**src/rtl/mic_measure_scheduler_pkg.sv**
```systemverilog
// Shared types and defaults for the mic measurement scheduler.
package mic_pkg;

    localparam int MIC_HZ_W = 10;
    localparam int MIC_N    = 3;

    typedef enum logic [2:0] {
        ST_IDLE    = 3'd0,
        ST_SETTLE  = 3'd1,
        ST_GATE    = 3'd2,
        ST_CAPTURE = 3'd3,
        ST_NEXT    = 3'd4
    } mic_sched_state_t;

    function automatic logic [1:0] mic_next_sel(input logic [1:0] sel, input int n_mic);
        logic [1:0] nxt;
        if (sel == 2'(n_mic - 1)) begin
            nxt = 2'd0;
        end else begin
            nxt = sel + 2'd1;
        end
        return nxt;
    endfunction

endpackage

```
**src/rtl/mic_measure_scheduler_phase_timer.sv**
```systemverilog
// Loadable down-counter; o_done is high once the loaded count has run out.
module phase_timer #(
    parameter int W = 8
) (
    input  logic         clk,
    input  logic         reset,
    input  logic         i_load,
    input  logic [W-1:0] i_value,
    output logic         o_done
);

    logic [W-1:0] r_count;
    logic         r_done;

    // Count down from the loaded value; done is registered one step ahead of zero.
    always_ff @(posedge clk) begin
        if (reset) begin
            r_count <= W'(0);
            r_done  <= 1'b1;
        end else if (i_load) begin
            r_count <= i_value;
            r_done  <= (i_value == W'(0));
        end else if (r_count != W'(0)) begin
            r_count <= r_count - W'(1);
            r_done  <= (r_count == W'(1));
        end else begin
            r_done  <= 1'b1;
        end
    end

    assign o_done = r_done;

endmodule

```
**src/rtl/mic_measure_scheduler.sv**
```systemverilog
// Round-robin mic frequency sequencer sharing one Hz counter.
// Optional loudest-channel tracker enabled by MIC_SCHED_BEST_EN.
module mic_measure_scheduler
    import mic_pkg::*;
#(
    parameter int N_MIC         = MIC_N,
    parameter int HZ_W          = MIC_HZ_W,
    parameter int GATE_CYCLES   = 100_000_000,
    parameter int SETTLE_CYCLES = 16,
    parameter int CAPTURE_DELAY = 2
) (
    input  logic                   clk,
    input  logic                   reset,
    input  logic                   enable,
    input  logic [N_MIC-1:0]       mic_in,
    output logic                   mic_out,
    output logic                   gate,
    input  logic [HZ_W-1:0]        hz_in,
    output logic [1:0]             sel,
    output logic [N_MIC*HZ_W-1:0]  hz_out,
    output logic [N_MIC-1:0]       valid,
    output logic                   sample_done,
    output logic [1:0]             best_ch,
    output logic                   best_valid
);

    localparam int TW = $clog2(GATE_CYCLES + 1);

    mic_sched_state_t      r_state;
    mic_sched_state_t      w_state_nxt;
    logic [1:0]            r_sel;
    logic [1:0]            w_sel_nxt;
    logic                  w_capture;
    logic                  w_load;
    logic [TW-1:0]         w_load_val;
    logic                  w_done;
    logic                  r_gate;
    logic                  r_mic_out;
    logic                  r_sample_done;
    logic [N_MIC*HZ_W-1:0] r_hz_bank;
    logic [N_MIC-1:0]      r_valid;
    logic [3:0]            w_mic_pad;

    assign w_mic_pad = 4'(mic_in);

    phase_timer #(
        .W(TW)
    ) u_timer (
        .clk     (clk),
        .reset   (reset),
        .i_load  (w_load),
        .i_value (w_load_val),
        .o_done  (w_done)
    );

    // Phase sequencing; a start from idle settles one cycle longer than a channel hop.
    always_comb begin
        w_state_nxt = r_state;
        w_sel_nxt   = r_sel;
        w_capture   = 1'b0;
        w_load      = 1'b0;
        w_load_val  = TW'(0);
        case (r_state)
            ST_IDLE: begin
                if (enable) begin
                    w_state_nxt = ST_SETTLE;
                    w_sel_nxt   = 2'd0;
                    w_load      = 1'b1;
                    w_load_val  = TW'(SETTLE_CYCLES);
                end else begin
                    w_state_nxt = ST_IDLE;
                end
            end
            ST_SETTLE: begin
                if (!enable) begin
                    w_state_nxt = ST_IDLE;
                end else if (w_done) begin
                    w_state_nxt = ST_GATE;
                    w_load      = 1'b1;
                    w_load_val  = TW'(GATE_CYCLES - 1);
                end else begin
                    w_state_nxt = ST_SETTLE;
                end
            end
            ST_GATE: begin
                if (!enable) begin
                    w_state_nxt = ST_IDLE;
                end else if (w_done) begin
                    w_state_nxt = ST_CAPTURE;
                    w_load      = 1'b1;
                    w_load_val  = TW'(CAPTURE_DELAY - 1);
                end else begin
                    w_state_nxt = ST_GATE;
                end
            end
            ST_CAPTURE: begin
                // The capture edge wins over a simultaneous disable.
                if (w_done) begin
                    w_capture   = 1'b1;
                    w_state_nxt = enable ? ST_NEXT : ST_IDLE;
                end else if (!enable) begin
                    w_state_nxt = ST_IDLE;
                end else begin
                    w_state_nxt = ST_CAPTURE;
                end
            end
            ST_NEXT: begin
                if (!enable) begin
                    w_state_nxt = ST_IDLE;
                end else begin
                    w_state_nxt = ST_SETTLE;
                    w_sel_nxt   = mic_next_sel(r_sel, N_MIC);
                    w_load      = 1'b1;
                    w_load_val  = TW'(SETTLE_CYCLES - 1);
                end
            end
            default: begin
                w_state_nxt = ST_IDLE;
            end
        endcase
    end

    // State register with outputs registered against the upcoming state.
    always_ff @(posedge clk) begin
        if (reset) begin
            r_state       <= ST_IDLE;
            r_sel         <= 2'd0;
            r_gate        <= 1'b0;
            r_mic_out     <= 1'b0;
            r_sample_done <= 1'b0;
            r_hz_bank     <= '0;
            r_valid       <= '0;
        end else begin
            r_state       <= w_state_nxt;
            r_sel         <= w_sel_nxt;
            r_gate        <= (w_state_nxt == ST_GATE);
            r_mic_out     <= (w_state_nxt == ST_IDLE) ? 1'b0 : w_mic_pad[w_sel_nxt];
            r_sample_done <= w_capture;
            for (int i = 0; i < N_MIC; i++) begin
                if (w_capture && (r_sel == 2'(i))) begin
                    r_hz_bank[i*HZ_W +: HZ_W] <= hz_in;
                    r_valid[i]                <= 1'b1;
                end
            end
        end
    end

    assign mic_out     = r_mic_out;
    assign gate        = r_gate;
    assign sel         = r_sel;
    assign hz_out      = r_hz_bank;
    assign valid       = r_valid;
    assign sample_done = r_sample_done;

`ifdef MIC_SCHED_BEST_EN
    logic [1:0]      r_best_ch;
    logic            r_best_valid;
    logic [1:0]      w_best_ch;
    logic [HZ_W-1:0] w_best_hz;
    logic            w_best_any;

    // Strict greater-than keeps ties on the lowest index.
    always_comb begin
        w_best_ch  = 2'd0;
        w_best_hz  = HZ_W'(0);
        w_best_any = 1'b0;
        for (int i = 0; i < N_MIC; i++) begin
            if (r_valid[i] && (!w_best_any || (r_hz_bank[i*HZ_W +: HZ_W] > w_best_hz))) begin
                w_best_ch  = 2'(i);
                w_best_hz  = r_hz_bank[i*HZ_W +: HZ_W];
                w_best_any = 1'b1;
            end else begin
                w_best_any = w_best_any;
            end
        end
    end

    // Register the winner so it trails the result bank by one cycle.
    always_ff @(posedge clk) begin
        if (reset) begin
            r_best_ch    <= 2'd0;
            r_best_valid <= 1'b0;
        end else begin
            r_best_ch    <= w_best_ch;
            r_best_valid <= |r_valid;
        end
    end

    assign best_ch    = r_best_ch;
    assign best_valid = r_best_valid;
`else
    assign best_ch    = 2'd0;
    assign best_valid = 1'b0;
`endif

endmodule

```
**config.mk**
```make
export PLATFORM = sky130hd
export DESIGN_NAME = mic_measure_scheduler
export DESIGN_NICKNAME = d
export VERILOG_FILES = /design/src/rtl/mic_measure_scheduler_pkg.sv /design/src/rtl/mic_measure_scheduler_phase_timer.sv /design/src/rtl/mic_measure_scheduler.sv
export SDC_FILE = /design/constraint.sdc
export NUM_CORES = 1
export LEC_CHECK = 0
export CORE_MARGIN = 2
export CORE_UTILIZATION = 48
export CTS_BUF_LIST = sky130_fd_sc_hd__clkbuf_16
export DETAILED_ROUTE_END_ITERATION = 10
export PLACE_DENSITY = 0.82
export SETUP_SLACK_MARGIN = 0.1
export SLEW_MARGIN = 20
export SYNTH_ARGS = -nofsm -noshare
export SYNTH_HDL_FRONTEND = slang
export SYNTH_HIERARCHICAL = 1
export SYNTH_SLANG_ARGS = --single-unit
```
**constraint.sdc**
```tcl
create_clock -name clk -period 3.1 [get_ports clk]
set_input_delay 0.93 -clock clk [delete_from_list [all_inputs] [get_ports clk]]
set_output_delay 0.93 -clock clk [all_outputs]
set_load 0.02 [all_outputs]
```
== Yosys cells after proc, flatten, opt, wreduce, memory -nomap -nowiden ==
Cells that the tools add are included.

* Equal/unequal tests: 8
* Multiplexer cells: 31
* $lt $le $gt $ge: 1
* Reduce and logical (&&, ||, !) cells: 12
* Add/subtract/negate cells: 2

{| class="wikitable"
|+ Operator list
! kind !! count
|-
| $mux 27 || 4
|-
| $pmux 27 s4 || 1
|-
| $eq 27x1->1 const B || 1
|-
| $logic_not 27->1 || 1
|-
| $reduce_bool 27->1 || 1
|-
| $sub 27x1->27 const B || 1
|-
| $mux 2 || 7
|-
| $pmux 3 s4 || 1
|-
| $mux 1 || 11
|-
| $eq 3x2->1 const B || 3
|-
| $logic_not 3->1 || 2
|-
| $mux 3 || 2
|-
| $reduce_or 2->1 || 3
|-
| $mux 5 || 1
|-
| $mux 4 || 1
|-
| $pmux 2 s2 || 1
|-
| $eq 3x1->1 const B || 1
|-
| $eq 3x3->1 const B || 1
|-
| $logic_and 1x1->1 || 3
|-
| $lt 2x3->1 const B || 1
|-
| $add 2x1->2 const B || 1
|-
| $bmux 1 s2 || 1
|-
| $eq 2x1->1 const B || 1
|-
| $eq 2x2->1 const B || 1
|-
| other kinds (3) || 3
|}

* Output and inout port bits: 41
* Logic and storage cells: 67
* Register bits: 69

== Depth between registers and ports, before layout ==
* Word-level depth: 6
* Depth in mapped cells: 9
* Mapped depth without buffers: 7

== Modules after synthesis ==
Netlist, hierarchy kept.

{| class="wikitable"
|+ Modules (own cells, without submodules)
! module !! area each (µm²) !! instances !! cells each
|-
| mic_measure_scheduler || 1654.1 || 1 || 174
|-
| phase_timer || 1627.8 || 1 || 193
|}

== Least setup slack after synthesis ==
No wires, ideal clock.

* Path type: input to register
* Start point: in enable
* End point: reg u_timer.r_done, in the netlist u_timer/o_done
* Stages: 6
* Path buffers: 0
* Data required time: 2.974 ns
* Setup slack: -0.121 ns
* Library setup time: 0.126 ns
* Data arrival time: 3.095 ns
* Path through: nand2b_1 nor3_1 nor4_1 and4_1 a41oi_1 o21ai_0

* Longest elaborated chain between the ends: 4
* Elaborated cells between the ends (all ways): 10
* Those cells by class: mux: 9; reduce/logical: 1

{| class="wikitable"
|+ Ends and longest elaborated chain
! what !! line !! text
|-
| start: declaration || mic_measure_scheduler.sv:14 || <nowiki>input logic enable,</nowiki>
|-
| $mux 27 || mic_measure_scheduler.sv:75 || <nowiki>if (!enable) begin</nowiki>
|-
| $pmux 27 s4 || mic_measure_scheduler.sv:63 || <nowiki>case (r_state)</nowiki>
|-
| via w_load_val[13] || mic_measure_scheduler.sv:35 || <nowiki>logic [TW-1:0] w_load_val;</nowiki>
|-
| $logic_not 27->1 || mic_measure_scheduler_phase_timer.sv:22 || <nowiki>r_done <= (i_value == W'(0));</nowiki>
|-
| $mux 1 || mic_measure_scheduler_phase_timer.sv:20 || <nowiki>end else if (i_load) begin</nowiki>
|-
| end signal: assignment || mic_measure_scheduler_phase_timer.sv:22 ||
|-
| end signal: assignment || mic_measure_scheduler_phase_timer.sv:25 || <nowiki>r_done <= (r_count == W'(1));</nowiki>
|-
| end: declaration || mic_measure_scheduler_phase_timer.sv:13 || <nowiki>logic r_done;</nowiki>
|}

The timed path passes the listed nets, and every way through them passes these cells.
A chain may end at the register's enable or synchronous reset.

== Final worst setup path ==
* Start point: reg r_sel[0], in the netlist sel[0]
* End point: out sel[0]

{| class="wikitable"
|+ RTL lines
! what !! line !! text
|-
| start: declaration || mic_measure_scheduler.sv:31 || <nowiki>logic [1:0] r_sel;</nowiki>
|-
| start signal: assignment || mic_measure_scheduler.sv:135 || <nowiki>r_sel <= w_sel_nxt;</nowiki>
|-
| end: declaration || mic_measure_scheduler.sv:19 || <nowiki>output logic [1:0] sel,</nowiki>
|}

No word-level cell between the ends.

==> flow_summary_export.csv <==
group,metric,value,unit
status,outcome,"completed",
detailed_routing,first_iter_violations,141,
detailed_routing,vias_per_cell,5.333,
synth,yosysSeqAreaShare,0.4209,
worst_hold_path,whs_path_depth,2,
synth,netlist_area,3282,µm²
synth,syn_inst,367,
floorplanning,fp.dieH,86.69,µm
detailed_routing,drc,0,
sta,max_freq,402.5,MHz
critical_path,cpMaxStageDelayCell,"clkdlybuf4s50_1",
critical_path,crit_arrival,1.55,ns
global_route,grt_pass1_wl,12.05,mm
synth,synth_seq_cells,69,
worst_hold_path,hp-start,"valid[1]",
global_route,antenna_found_initial,0,
synth,synth-edff-count,0,
run,maxCapViolCount,0,
critical_path,critical_path_buf_inv_count,1,
floorplanning,io_pins,57,
sta,period_minus_slack,2.484,ns
floorplanning,rows,30,
floorplanning,core-area,6719,µm²
cells_and_area,stdcell_count,519,
power_and_ir_drop,p_leak,1.509,nW
sta,skew,0.006889,ns
cells_and_area,antennaDiodeCount,0,
critical_path,regToRegStartpoint,"u_timer/r_count[0]",
sta,fin_setup_tns,0,ns
clocking,cts.sink_count,69,
clocking,cts_buffer_depth,2,
floorplanning,die_area,7514,µm²
global_route,gr-total-overflow,0,
critical_path,reg2reg_depth,7,
power_and_ir_drop,ir_worst_vdd,0.3528,mV
synth,yosysWarnings,6,
detailed_routing,drt_wl_total,7.160,mm
cells_and_area,syn2layout_area_growth,27.53,%
critical_path,critPathLaunch,"sel[0]",
clocking,hold_buffers,0,
critical_path,critPathLaunchType,"flip-flop",
detailed_routing,first_pass_iters,4,
placement,io_buffers,53,
critical_path,endpoint_kind,"output port",
critical_path,crit_fanout,10,
cells_and_area,drive_above_1_share,0.09567,
global_route,grt_pass1_vias,2535,
sta,final-hold-violation-count,0,
synth,async_reset_ff_frac,0,
synth,ys_types,51,
sta,rsz0062_at_grt,"no",
cells_and_area,finalInstanceArea,4185,µm²
floorplanning,initial_core_util,0.4885,
placement,placed_area,3918,µm²
placement,dpl.cell_count,503,
sta,max_slew.worst_pin.slew,0.5394,ns
clocking,clock_latency,0.33,ns
floorplanning,die_x,86.69,µm
placement,place.detailed.hpwl,5.035,mm
detailed_routing,ant_nets,0,
critical_path,slowest_delay,0.68,ns
sta,setup_viol,0,
detailed_routing,wl_per_cell,13.80,µm
clocking,cts_setup_buffers,0,
synth,synth_top_flop_cell,"dfxtp_1",
critical_path,required,2.17,ns
critical_path,cp.depth,1,
critical_path,crit_chain,"clkdlybuf4s50_1",
global_route,grt_use_total,0.2018,
synth,syn_area_per_cell,8.943,µm²
clocking,cts.htree.levels,3,
sta,slew_viol_final,0,
cells_and_area,fill_cells,561,
detailed_routing,vias,2768,
clocking,numCtsBuffers,9,
worst_hold_path,hp-class,"flip-flop to flip-flop",
power_and_ir_drop,power_density,578.6,nW/µm²
placement,gp_congestion,0.7850,
cells_and_area,fin_nets,452,
clocking,cts_root_buf,"clkbuf_16",
critical_path,path_delay_family,"buffers and inverters",
clocking,path_clk_slew,0.06,ns
critical_path,worstSetupPathType,"flip-flop to output port",
clocking,cts_tree,"built",
sta,max-slew-margin-rel,0.6404,
clocking,ctsResizeCount,0,
global_route,grt_max_degree,32,
sta,period_share,0.8014,
logic make-up after synthesis:
logic type,count (synthesis),share of synthesized area
xor gates and xnor gates,25,0.06672
adders and majority gates,2,0.007624
AOI/OAI and AO/OA,44,0.08273
buffers and inverters,28,0.04880
other,1,0.001143
and+or+nand+nor,164,0.2676
DFF,69,0.4209
muxes,34,0.1045
power by group:
part	switching, mW	leakage (nW)	total (mW)	internal (mW)
clock network	0.371	0.129	0.905	0.534
registers	0.0701	0.560	1.01	0.941
logic	0.274	0.820	0.505	0.230
total	0.716	1.51	2.42	1.71
layer usage:
| layer | GRT usage | vias to the layer above | part of all wire | routed length [µm] |
|---|---|---|---|---|
| li1 | - | 1388 | - | - |
| met1 | 0.2569 | 1300 | 0.47 | 3344 |
| met4 | 0.07528 | 0 | 0.014 | 101 |
| met2 | 0.3378 | 70 | 0.47 | 3369 |
| met3 | 0.04095 | 10 | 0.048 | 344 |
| met5 | 0 | - | 0 | 0 |
final cells by class:
| type | count | area [µm²] | area share |
|---|---|---|---|
| well taps | 80 | 100.1 | 0.02392 |
| multi-input cells | 288 | 1828 | 0.4368 |
| repair buffers | 62 | 593.1 | 0.1417 |
| clock inverters | 7 | 42.54 | 0.01016 |
| flip-flops and latches | 69 | 1381 | 0.3300 |
| clock buffers | 9 | 225.2 | 0.05381 |
| inverters | 4 | 15.01 | 0.003587 |
flip-flops by register name, indices dropped and copies added (netlist names):
signal / count
gate: 1
hz_out: 30
mic_out: 1
r_state: 3
sample_done: 1
sel: 2
u_timer/o_done: 1
u_timer/r_count: 27
valid: 3
stage by stage:
step	power, mW	hold WS, ns	utilization	setup slack, ns
global route	2.541	0.4985	0.6229	0.4173
CTS	2.435	0.4730	0.6229	0.5989
floorplan	1.433	0.4544	-	0.5150
global placement	1.509	0.4497	0.5831	0.4154
detailed placement	1.525	0.4602	0.5831	0.3305
finish	2.421	0.4687	0.6229	0.6156
final timing paths:
path                              end  slack [ns]
setup / recovery               sel[0]        0.62
setup reg to reg  u_timer/r_count[22]        0.71
hold / removal               valid[1]        0.47
hold reg to reg              valid[1]        0.47
Yosys cell counts (8+ instances only):
master,instances,area (µm²)
clkbuf_1,10,37.54
a21oi_1,12,60.06
xor2_1,16,140.1
mux2i_1,32,320.3
nor2_1,53,198.9
xnor2_1,9,78.83
nor3_1,14,70.07
buf_4,8,60.06
o21ai_0,14,70.07
dfxtp_1,69,1381
or3_1,10,62.56
nand2_1,33,123.9
cells in the final DEF (no fill, tap or decap), types with 2 or more instances in the layout:
cell type | Yosys | layout
nor4_1 | 6 | 6
ha_1 | 2 | 2
a22o_1 | 3 | 3
nand2_1 | 33 | 33
or4_1 | 3 | 3
nand3b_1 | 2 | 2
buf_4 | 8 | 9
nand3_1 | 6 | 6
clkinv_2 | 0 | 3
and3_1 | 3 | 3
mux2i_1 | 32 | 32
or4_4 | 2 | 2
o21ai_1 | 4 | 4
or3_1 | 10 | 10
o31ai_1 | 2 | 2
nor2b_1 | 3 | 3
nor3b_2 | 1 | 2
nor3b_1 | 6 | 5
nor3_1 | 14 | 11
clkdlybuf4s50_1 | 0 | 52
nor3_2 | 0 | 3
xnor2_1 | 9 | 9
dfxtp_1 | 69 | 69
nor2_1 | 53 | 53
a21oi_1 | 12 | 12
inv_1 | 4 | 4
clkinvlp_4 | 0 | 2
mux2_2 | 2 | 2
conb_1 | 1 | 19
nand2b_1 | 6 | 6
nor4_4 | 2 | 2
o21a_1 | 2 | 2
o21ai_0 | 14 | 14
clkbuf_16 | 0 | 9
nor4b_1 | 2 | 2
nand4b_1 | 4 | 4
xor2_1 | 16 | 16
worst min-delay path, cell delays in order, from the launching register on:
cell     delay [ns]
dfxtp_1        0.32
nor2_1         0.05
nor2_1         0.07
Note: power is estimated with default switching activity, not from simulation.
